`src/rtl/toggle_event_tx.sv`:
```
// Toggle-encoded event transmitter.
// Each accepted event is sent as one transition on toggle_out. A far-end
// both-edge detector turns each transition back into a pulse. Transitions
// are spaced at least HOLD_CYCLES+1 cycles apart. Events that arrive while
// the line is busy wait in a saturating pending counter.
//
// state | meaning
// IDLE  | free to issue a transition
// HOLD  | spacing after a transition; hold counter counts down to 0
module toggle_event_tx #(
    parameter int HOLD_CYCLES = 2,
    parameter int CNT_W       = 4
) (
    input  logic             clk,
    input  logic             rst_n,
    input  logic             event_in,
    input  logic             enable,
    input  logic             clr_ovf,
    output logic             toggle_out,
    output logic [CNT_W-1:0] pending,
    output logic             busy,
    output logic             overflow
);

    localparam logic [CNT_W-1:0] PEND_MAX  = '1;
    localparam logic [7:0]       HOLD_LOAD = 8'(HOLD_CYCLES - 1);

    typedef enum logic {
        ST_IDLE = 1'b0,
        ST_HOLD = 1'b1
    } state_t;

    state_t           r_state;
    state_t           w_state_nxt;
    logic [7:0]       r_hold_cnt;
    logic [7:0]       w_hold_cnt_nxt;
    logic             r_toggle;
    logic             w_toggle_nxt;
    logic [CNT_W-1:0] r_pending;
    logic [CNT_W-1:0] w_pending_nxt;
    logic             r_overflow;
    logic             w_overflow_nxt;
    logic             w_issue;
    logic             w_drop;

    // Register all state; reset discards outstanding events and spacing.
    always_ff @(posedge clk) begin
        if (!rst_n) begin
            r_state    <= ST_IDLE;
            r_hold_cnt <= 8'd0;
            r_toggle   <= 1'b0;
            r_pending  <= '0;
            r_overflow <= 1'b0;
        end else begin
            r_state    <= w_state_nxt;
            r_hold_cnt <= w_hold_cnt_nxt;
            r_toggle   <= w_toggle_nxt;
            r_pending  <= w_pending_nxt;
            r_overflow <= w_overflow_nxt;
        end
    end

    // Next-state logic: issue decision, hold countdown, pending bookkeeping.
    always_comb begin
        w_state_nxt    = r_state;
        w_hold_cnt_nxt = r_hold_cnt;
        w_toggle_nxt   = r_toggle;
        w_pending_nxt  = r_pending;
        w_overflow_nxt = r_overflow;

        // A same-cycle event may be issued directly, bypassing the counter.
        w_issue = (r_state == ST_IDLE) && enable && ((r_pending != '0) || event_in);
        w_drop  = event_in && !w_issue && (r_pending == PEND_MAX);

        case (r_state)
            ST_IDLE: begin
                if (w_issue) begin
                    w_toggle_nxt   = ~r_toggle;
                    w_hold_cnt_nxt = HOLD_LOAD;
                    w_state_nxt    = ST_HOLD;
                end
            end
            ST_HOLD: begin
                if (r_hold_cnt == 8'd0) begin
                    w_state_nxt = ST_IDLE;
                end else begin
                    w_hold_cnt_nxt = r_hold_cnt - 8'd1;
                end
            end
            default: begin
                w_state_nxt = ST_IDLE;
            end
        endcase

        // Issue and arrival in the same cycle cancel out.
        if (w_issue && !event_in) begin
            w_pending_nxt = r_pending - CNT_W'(1);
        end else if (event_in && !w_issue && !w_drop) begin
            w_pending_nxt = r_pending + CNT_W'(1);
        end

        // A drop in the same cycle as a clear keeps the flag set.
        if (w_drop) begin
            w_overflow_nxt = 1'b1;
        end else if (clr_ovf) begin
            w_overflow_nxt = 1'b0;
        end
    end

    assign toggle_out = r_toggle;
    assign pending    = r_pending;
    assign overflow   = r_overflow;
    assign busy       = (r_state == ST_HOLD) || (r_pending != '0);

endmodule

```
`config.mk`:
```
export PLATFORM = sky130hd
export DESIGN_NAME = toggle_event_tx
export DESIGN_NICKNAME = d
export VERILOG_FILES = /design/src/rtl/toggle_event_tx.sv
export SDC_FILE = /design/constraint.sdc
export NUM_CORES = 1
export LEC_CHECK = 0
export BUFFER_PORTS_ARGS = -buffer_cell sky130_fd_sc_hd__buf_2
export CAP_MARGIN = 5
export CORE_UTILIZATION = 58
export CTS_CLUSTER_DIAMETER = 60
export DETAILED_ROUTE_END_ITERATION = 8
export GPL_TIMING_DRIVEN = 0
export HOLD_SLACK_MARGIN = 0.15
export PLACE_DENSITY = 0.8
export SKIP_CTS_REPAIR_TIMING = 1
export SLEW_MARGIN = 30
export SYNTH_ARGS = -nofsm -noshare
export SYNTH_HDL_FRONTEND = slang
export SYNTH_SLANG_ARGS = --single-unit
```
`constraint.sdc`:
```
create_clock -name clk -period 4.6 [get_ports clk]
set_input_delay 0.46 -clock clk [delete_from_list [all_inputs] [get_ports clk]]
set_output_delay 0.46 -clock clk [all_outputs]
set_load 0.02 [all_outputs]
```
==> impl_metrics.json, run 1 <==
{
  "status": "finished, final reports clean",
  "first_global_vias": 641,
  "crit_path_top_delay_cell": "nor3b_1",
  "fin_nets": 128,
  "setup_viol": 0,
  "synth_area_leaders": "dfxtp_1 35%, ha_1 4.3%, a21oi_1 4.0%, nor2_1 3.9%, nor4_1 3.6%",
  "power.density_mw_per_mm2": 417,
  "path_class": "reg2reg",
  "post_synth.cell_area_avg_um2": 8.34,
  "required_ps": 4770,
  "n_antenna_cell": 0,
  "synthDistinctLibCells": 37,
  "fmax_mhz": 449,
  "yosysMostFrequentCell": "dfxtp_1",
  "syn_area_um2": 867,
  "stdcell_count": 134,
  "cp_cell_sequence": "clkbuf_1 -> nor3b_1 -> nand2_1 -> xnor2_1 -> ha_1 -> o2111ai_1 -> o21ai_0 -> nand4b_1",
  "clock-root-buffer": "clkbuf_4",
  "pin_count": 12,
  "synth.ff_latch_count": 15,
  "port-buffer-count": 11,
  "rows": 13,
  "worst_ep_arrival_time_ps": 2400,
  "vias_per_cell": 6.01,
  "die_w_um": 40.7,
  "yosys_most_used_dff": "dfxtp_1",
  "relSlewSlack": 0.611,
  "numCtsBuffers": 3,
  "rsz0062_at_grt": "false",
  "synthToLayoutAreaGrowth_pct": 11.5,
  "syn_inst": 104,
  "cp-end-kind": "flip-flop",
  "final_layout_size_suffix_gt1_frac": 0.185,
  "r2r_slack_ps": 2370,
  "r2r_cells": 8,
  "core_area_mm2": 0.00135,
  "synthTopCellsByCount": "15 x dfxtp_1, 9 x nor2_1, 7 x a21oi_1",
  "grt_usage": 0.255,
  "syn_nets": 112,
  "fp.dieH_um": 40.7,
  "clk_pin_slew_ps": 90,
  "first_pass_iters": 4,
  "min_to": "overflow",
  "ir_worst_vdd_mv": 0.248,
  "async_reset_ff_frac": 0,
  "hold_path.class": "in2reg",
  "synth_top_area_cell": "dfxtp_1",
  "initial_core_util": 0.642,
  "drv_slew": 0,
  "totalWireLength_mm": 1.79,
  "fin_crit_sh": 0.484,
  "vias": 806,
  "clk_path_buf_depth": 2,
  "power.total_w": 0.000404,
  "dp.final_hpwl_mm": 1.35,
  "ant_nets": 0,
  "hp-start": "clr_ovf",
  "ys_warn_count": 0,
  "start_kind": "flip-flop",
  "wl_per_cell_um": 13.4,
  "h-tree-depth": 1,
  "r2r_end": "pending[2]",
  "grt_max_degree": 11,
  "cts_tree": "yes",
  "slowest_delay_ps": 500,
  "finClkSkew_ps": 9.39,
  "cp_max_fo": 9,
  "dieArea_mm2": 0.00165,
  "grt_pass1_wl_mm": 2.75,
  "drc": 0,
  "cts.sinks": 15,
  "synth_seq_area_share": 0.346,
  "timing.final.hold_violations": 0,
  "holdPathStages": 4,
  "antenna_found_initial": 0,
  "tightest_slew_ps": 579,
  "place.gp.congestion": 0.805,
  "synth_top_area_share": 0.346,
  "drt_iter0_markers": 21,
  "dpl.cell_count": 130,
  "r2r-start": "r_state",
  "clk_latency_ps": 280,
  "synth_edf_count": 0,
  "maxCapViolCount": 0,
  "fin_tns_setup_ps": 0,
  "p_leak_nw": 0.395,
  "grt-ovfl-total": 0,
  "period_minus_slack_ps": 2230
}
power by group:
group          internal, W  switching, W  leakage [nW]  total [W]
clock network    0.0000337     0.0000403        0.0150  0.0000740
registers         0.000147     0.0000152         0.122   0.000162
logic            0.0000659      0.000102         0.258   0.000168
area by class of cell:
cell class                 count  area, µm²
multi-input combinational     81        528
fill                         114        383
sequential                    15        300
timing repair buffer          11       55.1
clock buffer                   4       26.3
buffer                         4       23.8
tap                           15       18.8
inverter                       4       15.0
registers in the layout, indices dropped and copies added (netlist names):
name        flops
overflow        1
pending         4
r_hold_cnt      8
r_state         1
toggle_out      1
how the worst max path moves through the flow:
stage / start / to / slack [ps] / cells after the start
detailed placement: event_in / pending[2] / 2300 / 8
global placement: event_in / pending[2] / 2320 / 8
finish: r_state / pending[2] / 2370 / 8
floorplan: pending[1] / pending[2] / 2580 / 8
CTS: r_state / pending[2] / 2400 / 8
global route: r_state / pending[2] / 2140 / 8
placed cells by master, fill, tap and decap left out, types with 3 or more instances in the layout:
| cell type | netlist | routed |
|---|---|---|
| dfxtp_1 | 15 | 15 |
| buf_2 | 1 | 12 |
| nor2_1 | 9 | 9 |
| a21oi_1 | 7 | 7 |
| nand2_1 | 6 | 6 |
| nor4_1 | 5 | 5 |
| nor3_1 | 5 | 5 |
| o21ai_0 | 5 | 5 |
| inv_1 | 4 | 4 |
| nand3_1 | 4 | 4 |
| clkbuf_1 | 2 | 3 |
| nand3b_1 | 3 | 3 |
| nand4_1 | 3 | 3 |
| ha_1 | 3 | 3 |
| clkbuf_4 | 0 | 3 |
kinds of logic after synthesis:
family / Yosys count / share of synthesized area
fa+ha+maj: 3 / 0.0433
compound gates: 23 / 0.170
buf+inv: 8 / 0.0447
simple gates: 49 / 0.329
flops: 15 / 0.346
mux: 3 / 0.0361
xor+xnor: 3 / 0.0303
layer usage:
layer  global-route usage  part of all wire  vias up
met5                    0                 0        -
met2                0.373              0.42       25
met3                0.120             0.068        2
li1                     -                 -      423
met4               0.0500            0.0056        0
met1                0.342              0.50      356
per-stage QoR:
stage	cell area (µm²)	hold slack [ps]	util	setup WS [ps]
finish	967	465	0.716	2370
global placement	941	461	0.697	2320
global route	967	494	0.716	2140
floorplan	867	469	-	2580
detailed placement	941	476	0.697	2300
CTS	967	468	0.716	2400
worst max-delay path: cells and delay by family, from the launching register on:
family / cells / cell delay (ps)
xor gates and xnor gates: 1 / 190
and+or+nand+nor: 3 / 960
AOI/OAI and AO/OA: 2 / 280
adders and majority gates: 1 / 220
DFF: 1 / 300
buffers and inverters: 1 / 180
Power figures use the tool's default switching activity.
==> inputs of run 2 (changes only) <==
--- a/config.mk
+++ b/config.mk
@@ -5,14 +5,15 @@
 export SDC_FILE = /design/constraint.sdc
 export NUM_CORES = 1
 export LEC_CHECK = 0
+export ABC_AREA = 1
 export BUFFER_PORTS_ARGS = -buffer_cell sky130_fd_sc_hd__buf_2
 export CAP_MARGIN = 5
-export CORE_UTILIZATION = 58
+export CORE_UTILIZATION = 55
 export CTS_CLUSTER_DIAMETER = 60
 export DETAILED_ROUTE_END_ITERATION = 8
 export GPL_TIMING_DRIVEN = 0
 export HOLD_SLACK_MARGIN = 0.15
-export PLACE_DENSITY = 0.8
+export PLACE_DENSITY = 0.76
 export SKIP_CTS_REPAIR_TIMING = 1
 export SLEW_MARGIN = 30
 export SYNTH_ARGS = -nofsm -noshare
==> constraint.sdc (replaced) <==
create_clock -name clk -period 2.3 [get_ports clk]
set_input_delay 0.23 -clock clk [delete_from_list [all_inputs] [get_ports clk]]
set_output_delay 0.23 -clock clk [all_outputs]
set_load 0.02 [all_outputs]
==> run 2 against run 1 <==
  * The run now ends with DRC left
  * Via count increased by 1.5%
  * Power increased to 2.7 times the previous value
  * Combinational power increased to 3.2 times the previous value
  * Clock-buffer cell count decreased by 1
  * Non-clock buffer count decreased by 4
  * Clock power increased by 110%
  * Hold slack got worse by 250 ps
  * Setup slack got worse by 1800 ps
  * Sequential share of layout area decreased by 2.6 points
  * Core utilization decreased by 4.0 points
  * Flip-flop and latch count unchanged
  * Largest cell class unchanged
  * Largest power group unchanged
==> impl_metrics.json, run 2 <==
{
  "synth_area_leaders": "dfxtp_1 32%, inv_1 8.7%, nand2_1 7.5%, nor2_4 5.9%, nand2_4 4.7%",
  "clk_latency_ps": 290,
  "drv_slew": 0,
  "fmax_mhz": 573,
  "first_global_vias": 689,
  "cp_cell_sequence": "nor2_4 -> nand2_4 -> nand4_1 -> nand2_1 -> inv_2 -> ha_1 -> inv_1 -> nand2_1 -> xnor2_1 -> nand2_1 -> o21ai_1 -> nand2_1 -> inv_1",
  "wl_per_cell_um": 10.9,
  "cts_tree": "yes",
  "first_pass_iters": 6,
  "grt_pass1_wl_mm": 2.98,
  "fp.dieH_um": 43.6,
  "worst_ep_arrival_time_ps": 1990,
  "start_kind": "flip-flop",
  "setup_slack_ps": 554,
  "drc": 1,
  "synthDistinctLibCells": 26,
  "synthToLayoutAreaGrowth_pct": 10.8,
  "final_common_cell": "inv_1",
  "core_area_mm2": 0.00156,
  "grt-ovfl-total": 0,
  "cts.sinks": 15,
  "syn_area_um2": 952,
  "clock-root-buffer": "clkbuf_4",
  "path_buf_inv": 3,
  "synthTopCellsByCount": "22 x inv_1, 19 x nand2_1, 15 x dfxtp_1",
  "drt_iter0_markers": 14,
  "rows": 14,
  "syn_nets": 136,
  "rsz0062_at_grt": "false",
  "power.total_w": 0.00107,
  "p_leak_nw": 0.513,
  "cp-end-kind": "flip-flop",
  "holdPathStages": 4,
  "clk_path_buf_depth": 2,
  "slowest_delay_ps": 500,
  "min_to": "overflow",
  "clk_pin_slew_ps": 90,
  "layout_common_cells": "22 x inv_1, 19 x nand2_1, 15 x dfxtp_1, 11 x buf_2, 10 x nor2_1",
  "syn_inst": 128,
  "nFillCells": 135,
  "fin_crit_sh": 0.759,
  "antenna_found_initial": 0,
  "numCtsBuffers": 3,
  "r2r_end": "pending[2]",
  "maxCapViolCount": 0,
  "port-buffer-count": 11,
  "final_layout_size_suffix_gt1_frac": 0.273,
  "yosysMostFrequentCell": "inv_1",
  "yosys_most_used_dff": "dfxtp_1",
  "crit_family": "simple AND/OR/NAND/NOR gates",
  "pin_count": 12,
  "dp.final_hpwl_mm": 1.42,
  "h-tree-depth": 1,
  "required_ps": 2540,
  "synth_edf_count": 0,
  "r2r_cells": 13,
  "hp-start": "clr_ovf",
  "power.density_mw_per_mm2": 1020,
  "dieArea_mm2": 0.00190,
  "tightest_slew_ps": 303,
  "hold_path.class": "in2reg",
  "timing.final.hold_violations": 0,
  "status": "complete, but fails checks",
  "synth_seq_area_share": 0.315,
  "violations": "DRC",
  "place.gp.congestion": 0.850,
  "vias_per_cell": 5.14,
  "synth_top_area_share": 0.315,
  "largest_register": "r_hold_cnt",
  "path_class": "reg2reg",
  "cp_common_cell": "nand2_1",
  "fin_tns_setup_ps": 0,
  "initial_core_util": 0.611,
  "ant_nets": 0,
  "vias": 818,
  "finClkSkew_ps": 6.22,
  "crit_path_top_delay_cell": "dfxtp_1",
  "place_ws_ps": 572,
  "regArea_um2": 300,
  "grt_max_degree": 10,
  "largest_reg_flops": 8,
  "die_w_um": 43.6,
  "synth_top_area_cell": "dfxtp_1",
  "setup_viol": 0,
  "totalWireLength_mm": 1.73,
  "period_minus_slack_ps": 1750,
  "cp_max_fo": 8,
  "post_synth.cell_area_avg_um2": 7.44,
  "n_antenna_cell": 0,
  "ir_worst_vdd_mv": 0.463,
  "async_reset_ff_frac": 0,
  "r2r-start": "pending[0]",
  "grt_usage": 0.212,
  "r2r_slack_ps": 550,
  "fin_nets": 152,
  "synth.ff_latch_count": 15,
  "ys_warn_count": 0,
  "relSlewSlack": 0.798,
  "multi_input_area_um2": 548
}
==> run 2: cell types whose count changed in the layout (fill, tap and decap cells not counted), moves of 4 or more <==
cell	before	now
inv_1	4	22
nand2_1	6	19
nand2_4	0	4
nand3_1	4	8
nor2_4	0	5
nor3_1	5	1
nor4_1	5	0
o21ai_1	0	4
==> run 2: area by class of cell <==
type | instances | share of cell area
Multi-Input combinational cell | 86 | 0.520
Sequential cell | 15 | 0.285
Inverter | 27 | 0.0985
Timing Repair Buffer | 11 | 0.0522
Clock buffer | 3 | 0.0214
Tap cell | 16 | 0.0190
Clock inverter | 1 | 0.00474
==> run 2: worst min-delay path: stages <==
cell	delay, ps
buf_2	70
nor2_1	30
nor2_1	90
nor2_1	40
==> run 2: cells by family after synthesis <==
logic type / count (synthesis) / synth area share
simple gates: 59 / 0.371
buf+inv: 27 / 0.109
compound gates: 21 / 0.138
flops: 15 / 0.315
xor+xnor: 3 / 0.0276
fa+ha+maj: 3 / 0.0394
==> run 2: stage by stage <==
| stage | util | hold WS, ps | std cells | area (µm²) |
|---|---|---|---|---|
| detailed placement | 0.659 | 450 | 155 | 1030 |
| global route | 0.677 | 234 | 159 | 1050 |
| finish | 0.677 | 218 | 159 | 1050 |
| floorplan | - | 328 | 128 | 952 |
| global placement | 0.659 | 428 | 155 | 1030 |
| CTS | 0.677 | 209 | 159 | 1050 |
==> run 2: routing by layer <==
metal	vias up	wire [µm]	global-route usage
li1	438	-	-
met1	359	910	0.328
met2	19	721	0.284
met3	2	79	0.0500
met4	0	15	0.0750
met5	-	0	0
==> run 2: power breakdown <==
part / internal, W / switching, W / leakage [nW] / total (W)
Sequential: 0.000317 / 0.0000644 / 0.123 / 0.000381
Clock: 0.0000648 / 0.0000899 / 0.0177 / 0.000155
Combinational: 0.000195 / 0.000343 / 0.372 / 0.000538
Total: 0.000577 / 0.000498 / 0.513 / 0.00107
==> run 2: worst max-delay path by stage <==
stage,cells after the start,to,start
final,13,pending[2],pending[0]
after global routing,13,pending[2],pending[0]
after CTS,13,pending[2],pending[0]
after detailed placement,13,pending[2],pending[0]
after global placement,13,pending[2],pending[0]
after floorplan,13,pending[2],pending[0]
==> inputs of run 3 (changes only) <==
==> constraint.sdc (replaced) <==
create_clock -name clk -period 1.8 [get_ports clk]
set_input_delay 0.18 -clock clk [delete_from_list [all_inputs] [get_ports clk]]
set_output_delay 0.18 -clock clk [all_outputs]
set_load 0.02 [all_outputs]
==> run 3 against run 2 <==
  * Critical path depth up 1
  * Critical endpoint unchanged
  * Hold slack got worse by 51 ps
  * Global-route usage unchanged
  * Setup slack got worse by 380 ps
  * Highest routed layer unchanged
  * Clock power is 28% higher
  * Non-clock buffer count is 1 higher
  * Die area stayed put
  * First-iteration DRC count shrank 29%
  * Sequential share of layout area up 0.30 points
  * Largest cell class unchanged
  * Register-to-register slack worse by 380 ps
  * Cell count increased by 0.63%
  * The run still ends with DRC left
  * Combinational power increased by 29%
  * Critical path type unchanged
==> impl_metrics.json, run 3 (synthesis gave the netlist of run 2 again) <==
{
  "status": "complete, but fails checks",
  "violations": "DRC",
  "vias_per_cell": 5.13,
  "clk_latency_ps": 290,
  "stdcell_count": 160,
  "clk_path_buf_depth": 2,
  "swShare": 0.461,
  "ir_worst_vdd_mv": 0.593,
  "ant_nets": 0,
  "path_class": "reg2reg",
  "grt-ovfl-total": 0,
  "setup_slack_ps": 171,
  "final_layout_size_suffix_gt1_frac": 0.306,
  "vias": 820,
  "maxCapViolCount": 0,
  "synthToLayoutAreaGrowth_pct": 12.4,
  "largest_register": "r_hold_cnt",
  "layout_common_cells": "22 x inv_1, 19 x nand2_1, 11 x buf_2, 11 x dfxtp_1, 10 x nor2_1",
  "p_leak_nw": 0.519,
  "combPwrFrac": 0.501,
  "drt_iter0_markers": 10,
  "h-tree-depth": 1,
  "finClkSkew_ps": 6.86,
  "seqPwrFrac": 0.356,
  "cts_tree": "yes",
  "pwr-share-clk": 0.144,
  "tightest_slew_ps": 269,
  "drc": 1,
  "fin_crit_sh": 0.905,
  "dieArea_mm2": 0.00190,
  "worst_ep_arrival_time_ps": 1870,
  "fp.dieH_um": 43.6,
  "cp_max_fo": 8,
  "fin_nets": 153,
  "clock-root-buffer": "clkbuf_4",
  "drv_slew": 0,
  "dpl.cell_count": 155,
  "antenna_found_initial": 0,
  "grt_usage": 0.212,
  "r2r_end": "pending[2]",
  "holdPathStages": 4,
  "hold_path.class": "in2reg",
  "wl_per_cell_um": 11.0,
  "required_ps": 2040,
  "rsz0062_at_grt": "false",
  "fin_tns_setup_ps": 0,
  "power.density_mw_per_mm2": 1290,
  "period_minus_slack_ps": 1630,
  "grt_pass1_wl_mm": 2.98,
  "r2r_slack_ps": 170,
  "relSlewSlack": 0.819,
  "die_w_um": 43.6,
  "intPower_w": 0.000746,
  "r2r-start": "pending[0]",
  "cts.sinks": 15,
  "dp.final_hpwl_mm": 1.42,
  "largest_reg_flops": 8,
  "switchingPower_w": 0.000638,
  "nFillCells": 131,
  "start_kind": "flip-flop",
  "cp-end-kind": "flip-flop",
  "r2r_cells": 14,
  "final_util": 0.686,
  "initial_core_util": 0.611,
  "pin_count": 12,
  "setup_viol": 0,
  "totalWireLength_mm": 1.76,
  "place_ws_ps": 72.2,
  "core_area_mm2": 0.00156,
  "min_to": "overflow",
  "final_common_cell": "inv_1",
  "first_global_vias": 689,
  "grt_max_degree": 10,
  "timing.final.hold_violations": 0,
  "fmax_mhz": 614,
  "clk_pin_slew_ps": 90,
  "first_pass_iters": 7,
  "numCtsBuffers": 3,
  "hp-start": "clr_ovf",
  "place.gp.congestion": 0.850,
  "rows": 14,
  "n_antenna_cell": 0,
  "port-buffer-count": 11,
  "holdWs_ps": 167
}
[run 3: metrics by stage]
step                      power, W  instance area, µm²
after global routing       0.00150                1070
after global placement     0.00116                1030
final                      0.00138                1070
after CTS                  0.00138                1050
after detailed placement   0.00118                1030
after floorplan            0.00105                 952
[run 3: layout make-up]
class	instances	area [µm²]	area share
Clock inverter	1	5.00	0.00468
Multi-Input combinational cell	86	548	0.512
Clock buffer	3	22.5	0.0211
Tap cell	16	20.0	0.0187
Sequential cell	15	308	0.288
Timing Repair Buffer	12	62.6	0.0585
Inverter	27	104	0.0971
[run 3: worst max-delay path, stage by stage (launching register included)]
cell and delay, ps:
dfxtp_4 380, nor2_4 130, nand2_4 80, nand3_4 110, nand2_1 90, nand2_1 80, inv_2 40, ha_1 160
inv_1 50, nand2_1 60, xnor2_1 150, nand2_1 60, o21ai_1 70, nand2_1 60, inv_1 40
[run 3: layer usage]
metal | GRT usage | share of wire
met5 | 0 | 0
met2 | 0.284 | 0.43
met3 | 0.0500 | 0.043
met1 | 0.328 | 0.52
met4 | 0.0750 | 0.0085
[run 3: worst max-delay path by stage]
stage / start / end / slack (ps) / cells after the start
after global routing: pending[0] / pending[2] / 10 / 14
after floorplan: pending[0] / pending[2] / 140 / 13
after detailed placement: pending[0] / pending[2] / 70 / 13
final: pending[0] / pending[2] / 170 / 14
after global placement: pending[0] / pending[2] / 150 / 13
after CTS: pending[0] / pending[2] / 50 / 13
[run 3: power by group through the flow]
stage	Clock, W	Sequential [W]	Combinational [W]
after floorplan	0	0.000506	0.000544
after global placement	0	0.000490	0.000670
after detailed placement	0	0.000496	0.000689
after CTS	0.000204	0.000488	0.000692
after global routing	0.000214	0.000506	0.000784
final	0.000199	0.000493	0.000693
